**config.mk**
```make
export PLATFORM = sky130hd
export DESIGN_NAME = dual_port_ram_reader
export DESIGN_NICKNAME = d
export VERILOG_FILES = /design/src/rtl/dual_port_ram_reader_pkg.sv /design/src/rtl/dual_port_ram_reader_skid.sv /design/src/rtl/dual_port_ram_reader.sv
export SDC_FILE = /design/constraint.sdc
export NUM_CORES = 1
export LEC_CHECK = 0
export CORE_ASPECT_RATIO = 0.6
export CORE_MARGIN = 2
export CORE_UTILIZATION = 50
export CTS_CLUSTER_DIAMETER = 200
export DETAILED_ROUTE_END_ITERATION = 12
export GPL_TIMING_DRIVEN = 0
export HOLD_SLACK_MARGIN = 0.12
export PLACE_DENSITY = 0.84
export SETUP_SLACK_MARGIN = 0.5
export SLEW_MARGIN = 20
export SYNTH_ARGS = -nofsm -noshare
export SYNTH_HDL_FRONTEND = slang
export SYNTH_SLANG_ARGS = --single-unit
```
**constraint.sdc**
```tcl
create_clock -name clk -period 6.2 [get_ports clk]
set_clock_uncertainty 0.2 [all_clocks]
set_input_delay 1.86 -clock clk [delete_from_list [all_inputs] [get_ports clk]]
set_output_delay 1.86 -clock clk [all_outputs]
set_load 0.01 [all_outputs]
```
**src/rtl/dual_port_ram_reader_pkg.sv**
```systemverilog
// Shared types and sizing for the dual_port_ram streaming reader.
// The state encoding and skid-buffer depth are used by the top and its FIFO.
package dual_port_ram_reader_pkg;

   typedef enum logic [1:0] {
      IDLE,
      READ,
      DRAIN,
      DONE
   } state_t;

   localparam int BUF_DEPTH = 2;

endpackage

```
**src/rtl/dual_port_ram_reader_skid.sv**
```systemverilog
// Two-entry FIFO that holds {last, data} words.
// It covers the one-cycle RAM read latency while the consumer stalls.
module ram_rd_skid
   import dual_port_ram_reader_pkg::*;
#(
   parameter int WIDTH = 9
)(
   input  logic             clk,
   input  logic             rst,
   input  logic             i_push,
   input  logic             i_pop,
   input  logic [WIDTH-1:0] i_data,
   output logic [WIDTH-1:0] o_data,
   output logic             o_full,
   output logic             o_empty,
   output logic [1:0]       o_count
);

   logic [WIDTH-1:0] r_mem [BUF_DEPTH];
   logic             r_wrPtr;
   logic             r_rdPtr;
   logic [1:0]       r_count;

   // With two entries the pointers are single bits that simply toggle.
   always_ff @(posedge clk or posedge rst) begin
      if (rst) begin
         for (int i = 0; i < BUF_DEPTH; i++) begin
            r_mem[i] <= '0;
         end
         r_wrPtr <= 1'b0;
         r_rdPtr <= 1'b0;
         r_count <= 2'd0;
      end else begin
         if (i_push) begin
            r_mem[r_wrPtr] <= i_data;
            r_wrPtr        <= ~r_wrPtr;
         end
         if (i_pop) begin
            r_rdPtr <= ~r_rdPtr;
         end
         case ({i_push, i_pop})
            2'b10:   r_count <= r_count + 2'd1;
            2'b01:   r_count <= r_count - 2'd1;
            default: r_count <= r_count;
         endcase
      end
   end

   assign o_data  = r_mem[r_rdPtr];
   assign o_empty = (r_count == 2'd0);
   assign o_full  = (r_count == 2'(BUF_DEPTH));
   assign o_count = r_count;

endmodule

```
**src/rtl/dual_port_ram_reader.sv**
```systemverilog
// Streaming burst reader for the RAM read port with a valid/ready output.
// Words bypass the skid FIFO when it is empty, which keeps one beat per cycle.
module dual_port_ram_reader
   import dual_port_ram_reader_pkg::*;
#(
   parameter int addr_width = 4,
   parameter int data_width = 8,
   parameter int depth      = 16
)(
   input  logic                  clk,
   input  logic                  rst,
   input  logic                  start,
   input  logic [addr_width-1:0] base_addr,
   input  logic [addr_width:0]   length,
   output logic                  busy,
   output logic                  done,
   output logic                  ram_port_en,
   output logic [addr_width-1:0] ram_addr,
   input  logic [data_width-1:0] ram_data,
   output logic [data_width-1:0] m_data,
   output logic                  m_valid,
   input  logic                  m_ready,
   output logic                  m_last
);

   localparam logic [addr_width:0]   LEN_MAX  = (addr_width+1)'(depth);
   localparam logic [addr_width:0]   LEN_ONE  = (addr_width+1)'(1);
   localparam logic [addr_width-1:0] ADDR_ONE = addr_width'(1);

   state_t                r_state;
   state_t                w_nextState;
   logic [addr_width-1:0] r_baseAddr;
   logic [addr_width-1:0] r_issued;
   logic [addr_width-1:0] r_addrHold;
   logic [addr_width-1:0] w_issueAddr;
   logic [addr_width:0]   r_remain;
   logic [addr_width:0]   w_lenSat;
   logic                  r_inflight;
   logic                  r_inflightLast;
   logic                  w_issue;
   logic                  w_lastIssue;
   logic                  w_push;
   logic                  w_pop;
   logic                  w_fire;
   logic                  w_full;
   logic                  w_empty;
   logic [1:0]            w_count;
   logic [data_width:0]   w_head;

   assign w_lenSat    = (length > LEN_MAX) ? LEN_MAX : length;
   assign w_issueAddr = r_baseAddr + r_issued;

   // Never let in-flight plus buffered words exceed the two FIFO slots.
   assign w_issue     = (r_state == READ) && (r_remain != '0) && !w_full &&
                        ((2'(r_inflight) + w_count) < 2'd2);
   assign w_lastIssue = w_issue && (r_remain == LEN_ONE);

   assign m_valid = !w_empty || r_inflight;
   assign m_data  = !w_empty ? w_head[data_width-1:0] : (r_inflight ? ram_data : '0);
   assign m_last  = !w_empty ? w_head[data_width] : r_inflightLast;
   assign w_fire  = m_valid && m_ready;
   assign w_pop   = !w_empty && m_ready;
   assign w_push  = r_inflight && !(w_empty && m_ready);

   assign busy        = (r_state == READ) || (r_state == DRAIN);
   assign done        = (r_state == DONE);
   assign ram_port_en = w_issue;
   assign ram_addr    = w_issue ? w_issueAddr : r_addrHold;

   always_ff @(posedge clk or posedge rst) begin
      if (rst) begin
         r_state <= IDLE;
      end else begin
         r_state <= w_nextState;
      end
   end

   always_comb begin
      w_nextState = r_state;
      case (r_state)
         IDLE:    if (start) w_nextState = (length == '0) ? DONE : READ;
         READ:    if (w_lastIssue) w_nextState = DRAIN;
         DRAIN:   if (w_fire && m_last) w_nextState = DONE;
         DONE:    w_nextState = IDLE;
         default: w_nextState = IDLE;
      endcase
   end

   // The RAM output is only valid the cycle after an issue, so the in-flight
   // flag marks exactly when ram_data may be consumed or pushed.
   always_ff @(posedge clk or posedge rst) begin
      if (rst) begin
         r_baseAddr     <= '0;
         r_issued       <= '0;
         r_remain       <= '0;
         r_addrHold     <= '0;
         r_inflight     <= 1'b0;
         r_inflightLast <= 1'b0;
      end else begin
         r_inflight     <= w_issue;
         r_inflightLast <= w_lastIssue;
         if ((r_state == IDLE) && start) begin
            r_baseAddr <= base_addr;
            r_issued   <= '0;
            r_remain   <= w_lenSat;
         end else if (w_issue) begin
            r_issued   <= r_issued + ADDR_ONE;
            r_remain   <= r_remain - LEN_ONE;
            r_addrHold <= w_issueAddr;
         end
      end
   end

   ram_rd_skid #(
      .WIDTH (data_width + 1)
   ) u_skid (
      .clk     (clk),
      .rst     (rst),
      .i_push  (w_push),
      .i_pop   (w_pop),
      .i_data  ({r_inflightLast, ram_data}),
      .o_data  (w_head),
      .o_full  (w_full),
      .o_empty (w_empty),
      .o_count (w_count)
   );

endmodule

```
# Word level (Yosys, flattened, before mapping)
# Index checks and enable logic that the tools add are counted.
[word_totals] ff_bits=43 input_bits=21 out_inout_bits=17 elab_cells=81
[classes] add_sub_neg=6 n_lt_le_gt_ge=5 n_eq_ne=10 n_mux=21 bitwise_logic=4 n_reduce_logical=23
[ops] op="9-bit 2-to-1 mux" n=4
[ops] op="18-bit bitwise mux" n=1
[ops] op="8-bit 2-to-1 mux" n=2
[ops] op="5-bit 2-to-1 mux" n=3
[ops] op="4-bit 2-to-1 mux" n=3
[ops] op="1-bit logical AND" n=11
[ops] op="9-bit demux with 1-bit select" n=1
[ops] op="2-bit == test (second input constant)" n=4
[ops] op="2-bit 2-to-1 mux" n=4
[ops] op="2-bit one-hot mux with 4 select lines" n=1
[ops] op="5-bit by 1-bit == test with 1-bit output (second input constant)" n=1
[ops] op="5-bit greater-than comparator (second input constant)" n=1
[ops] op="5-bit logical NOT" n=1
[ops] op="5-bit nonzero test" n=1
[ops] op="5-bit by 1-bit subtractor with 5-bit output (second input constant)" n=1
[ops] op="4-bit by 1-bit adder with 4-bit output (second input constant)" n=1
[ops] op="4-bit adder" n=1
[ops] op="2-bit by 1-bit == test with 1-bit output (second input constant)" n=2
[ops] op="2-bit greater-or-equal comparator (second input constant)" n=2
[ops] op="2-bit logical NOT" n=2
[ops] op="2-bit inequality test (second input constant)" n=2
[ops] op="1-bit NOT with 2-bit output" n=2
[ops] op="2-bit one-hot mux with 2 select lines" n=1
[ops] op="2-bit nonzero test" n=2
[ops] op="other kinds (11)" n=15

# Logic depth before layout (Yosys ltp)
[logic_depth] ltp_word=8 mapped_depth=7

# Modules after synthesis
# A second synthesis with hierarchy kept.
[hier_totals] cells_unflattened=231 area_unflattened_um2=2384.8
[by_module_without_submodules] mod="dual_port_ram_reader" instances=1 cells_each=167 area_per_inst_um2=1390.1 seq_area_each_um2=525.5
[by_module_without_submodules] mod="ram_rd_skid" instances=1 cells_each=64 area_per_inst_um2=994.7 seq_area_each_um2=550.5

# Least setup slack after synthesis
# Ideal clock, no wire load.
[synth_timing] path_type="input -> output" start="input port ram_data[0]" end="output port m_data[0]" arrival_time_ps=2063 setup_slack_ps=2077 path_stages=2 path_cell_list="nand3_1 > o21ai_0"
[synth_via] elab_chain_cells=2
[synth_rtl] item="start, declared" line_no="dual_port_ram_reader.sv:19" source="input logic [data_width-1:0] ram_data,"
[synth_rtl] item="8-bit 2-to-1 mux (2 in series)" line_no="dual_port_ram_reader.sv:59" source="assign m_data = !w_empty ? w_head[data_width-1:0] : (r_inflight ? ram_data : '0);"
[synth_rtl] item="end, declared" line_no="dual_port_ram_reader.sv:20" source="output logic [data_width-1:0] m_data,"
# Every way passes these cells.

# Final worst setup path
[layout_timing] start="input port ram_data[6]" end="output port m_data[6]"
# The elaborated chain is that of the path after synthesis.

==> results.md <==
* Worst slew pin tran at 0.662 ns
* Clock power frac at 11.9%
* Die Span Y at 57.0 um
* Dpl cell area at 0.00281 mm2
* Final setup viols at 0
* Final total power at 1510 uW
* H-tree levels at 2
* Largest net degree at the start of global routing at 26
* Clk pin slew, worst setup/hold paths at 0.08 ns
* Row Count at 19
* Total GRT Usage at 20.4%
* Area grow syn2layout at 23.8%
* Total number of vias at 1748
* Wire length per cell at 15.5 um
* Crit end category: output port
* Final Hold Vio Count at 0
* Clk root buf: clkbuf_8
* Routability Congestion at 0.811
* Hold_buf cts at 0
* Post-synthesis cell area at 0.00234 mm2
* Num CTS Buffers at 5
* RSZ-0062 raised after global routing: false
* Antenna cells at 0
* Initial antenna violation count at 0
* Fmax at 191 MHz
* Starting Density at 51.6%
* Synth area leaders: dfrtp_1, mux2_2, ha_1, mux2i_1, o21ai_0
* Sink Count at 43
* Switching Share at 39.0%
* Hold crit path type: reg -> reg
* Startpoint Class: input port
* Final WL at 5080 um
* Port bufs at 37
* PD cells at 520 mW/mm2
* Drt drc at 0
* Combinational share of power at 55.1%
* Synth cell types at 36
* Crit share post-route at 84.3%
* Gate Count Post-Synth at 219
* Final Cell Area at 0.00290 mm2
* # IOs at 38
* Synthesized flop and latch total at 43
* Area leader, netlist: dfrtp_1
* Area share of the largest cell type after synthesis at 45.9%
* Deepest clock path buffer count at 2
* Status: completed
* Via/cell ratio at 5.35
* Worst-Skew Late Latency at 0.29 ns
* Crit path DAT at 3.17 ns
* Reg power frac at 33.0%
* Fin. max-slew vios at 0
* Max-cap violation count at 0
* Final net count at 299
* TritonCTS clock tree: built
* Ys Warns at 0
* CP max FO at 3
* First-pass GRT wire length at 8310 um
* Post-CTS Setup Inserts at 0
* Critical path type: in -> out
* Fraction of layout cells with a size suffix above 1 at 18.6%
* Vias in the first global route at 1723
* Avg Cell Area, Syn at 10.7 um2
* Pre-CTS setup slack at 0.995 ns
* CTS resizes at 0
* DP Wirelength at 3830 um
* Worst VDD drop at 0.000222 V
* Post-route ant nets at 0
* Die area at 0.00527 mm2
* Worst setup margin at 0.971 ns
* Syn nets at 254
* Leak at 0.00127 uW
* Int Pwr at 919 uW
* Sequential area share after synthesis at 45.9%
* Core area at 0.00454 mm2
* Total gr overflow at 0
* Total net switching power at 587 uW
* Final min period at 5.23 ns
* Slew margin rel. at 55.7%
* Post-route setup TNS at 0 ns
* Req. time, crit path at 4.14 ns
* Pre-antenna DRT Iters at 4
* Initial DRC Count at 89
* Die W at 92.4 um
cells in the final DEF (no fill, tap or decap), drive strengths merged:
master          n
o221a           1
mux2i          11
nor3            1
a21o            1
clkdlybuf4s50  37
buf             4
or3b            1
o21ai          21
mux2           22
and3            1
or3             8
clkbuf          9
dfrtp          43
nand3          12
nor4            1
nor2            6
a21oi           8
o211ai          1
or4b            1
o221ai          2
nand2          24
and2            1
inv            16
xnor2           8
xor2            2
clkinv          1
ha             13
nor2b           2
o2111a          1
a31oi           4
fa              1
routing by layer:
metal / track usage (%) / vias to the layer above / wire, um
li1: - / 855 / -
met1: 31.1 / 853 / 2640
met2: 29.8 / 34 / 2210
met3: 4.49 / 6 / 192
met4: 4.90 / 0 / 37
met5: 0 / - / 0
stage by stage:
step                util, %  hold WS (ns)  instances
detailed placement     61.9         0.277        320
global route           63.8         0.324        327
global placement       61.5         0.264        319
floorplan                 -         0.250        219
CTS                    63.8         0.295        327
finish                 63.8         0.292        327
cells in the mapped netlist:
library cell   n
xnor2_1        8
mux2i_1       11
mux2_4         1
nor3_1         1
o21ai_2        1
a21o_1         1
and2_0         1
nor4_1         1
nand3_2        1
inv_6          1
nor2_2         1
clkbuf_1       3
a21oi_1        8
o221ai_1       2
ha_1          13
buf_2          2
xor2_1         2
inv_1         15
a31oi_1        4
o21ai_0       20
or4b_4         1
mux2_2        21
dfrtp_1       43
and3_1         1
nand3_1       11
nor2b_1        2
fa_1           1
o2111a_1       1
buf_4          1
or3_2          7
or3_1          1
or3b_2         1
o211ai_4       1
o221a_2        1
nand2_1       24
nor2_1         5
critical path, cell delays in order:
cell             delay (ns)
clkdlybuf4s50_1        0.51
nand3_1                0.08
o21ai_0                0.14
clkdlybuf4s50_1        0.58
power groups by stage:
stage / Combinational (uW) / Clock [uW] / Sequential [uW]
2_1_floorplan: 535 / 0 / 474
3_3_place_gp: 798 / 0 / 491
3_5_place_dp: 826 / 0 / 499
4_1_cts: 833 / 182 / 493
5_1_grt: 905 / 193 / 512
6_report: 830 / 179 / 497
logic make-up after synthesis:
group / count (synthesis) / synth area share (%)
fa+ha+maj: 14 / 7.80
compound gates: 39 / 10.4
flops: 43 / 45.9
mux: 33 / 15.4
xor+xnor: 10 / 3.74
buf+inv: 22 / 4.01
simple gates: 58 / 12.7
path summary, 6_finish.rpt:
check | startpoint | end | slack [ns] | depth (start not counted)
worst min-delay path | u_skid.r_mem[8]$_DFFE_PP0P_ | u_skid.r_mem[8]$_DFFE_PP0P_ | 0.29 | 2
worst max register to register | r_remain[0]$_DFFE_PP0P_ | r_addrHold[2]$_DFFE_PP0N_ | 3.90 | 7
max in group asynchronous | rst | u_skid.r_mem[2]$_DFFE_PP0P_ | 3.62 | 3
worst max-delay path | ram_data[6] | m_data[6] | 0.97 | 4
min in group asynchronous | rst | r_issued[2]$_DFFE_PP0P_ | 1.69 | 2
worst min register to register | u_skid.r_mem[8]$_DFFE_PP0P_ | u_skid.r_mem[8]$_DFFE_PP0P_ | 0.29 | 2
registers in the layout, summed over array words and instances, names as in the netlist:
register / flops
u_skid.r_mem: 18
r_remain: 5
r_addrHold: 4
r_baseAddr: 4
r_issued: 4
r_state: 2
u_skid.o_count: 2
r_inflight: 1
r_inflightLast: 1
u_skid.r_rdPtr: 1
u_skid.r_wrPtr: 1
final cells by class:
| class | instances | area, um2 |
|---|---|---|
| Fill cell | 343 | 1640 |
| Multi-Input combinational cell | 154 | 1170 |
| Sequential cell | 43 | 1080 |
| Timing Repair Buffer | 38 | 390 |
| Clock buffer | 6 | 82.6 |
| Tap cell | 63 | 78.8 |
| Inverter | 16 | 65.1 |
| Buffer | 6 | 28.8 |
| Clock inverter | 1 | 5.00 |
(Power assumes the default switching activity.)
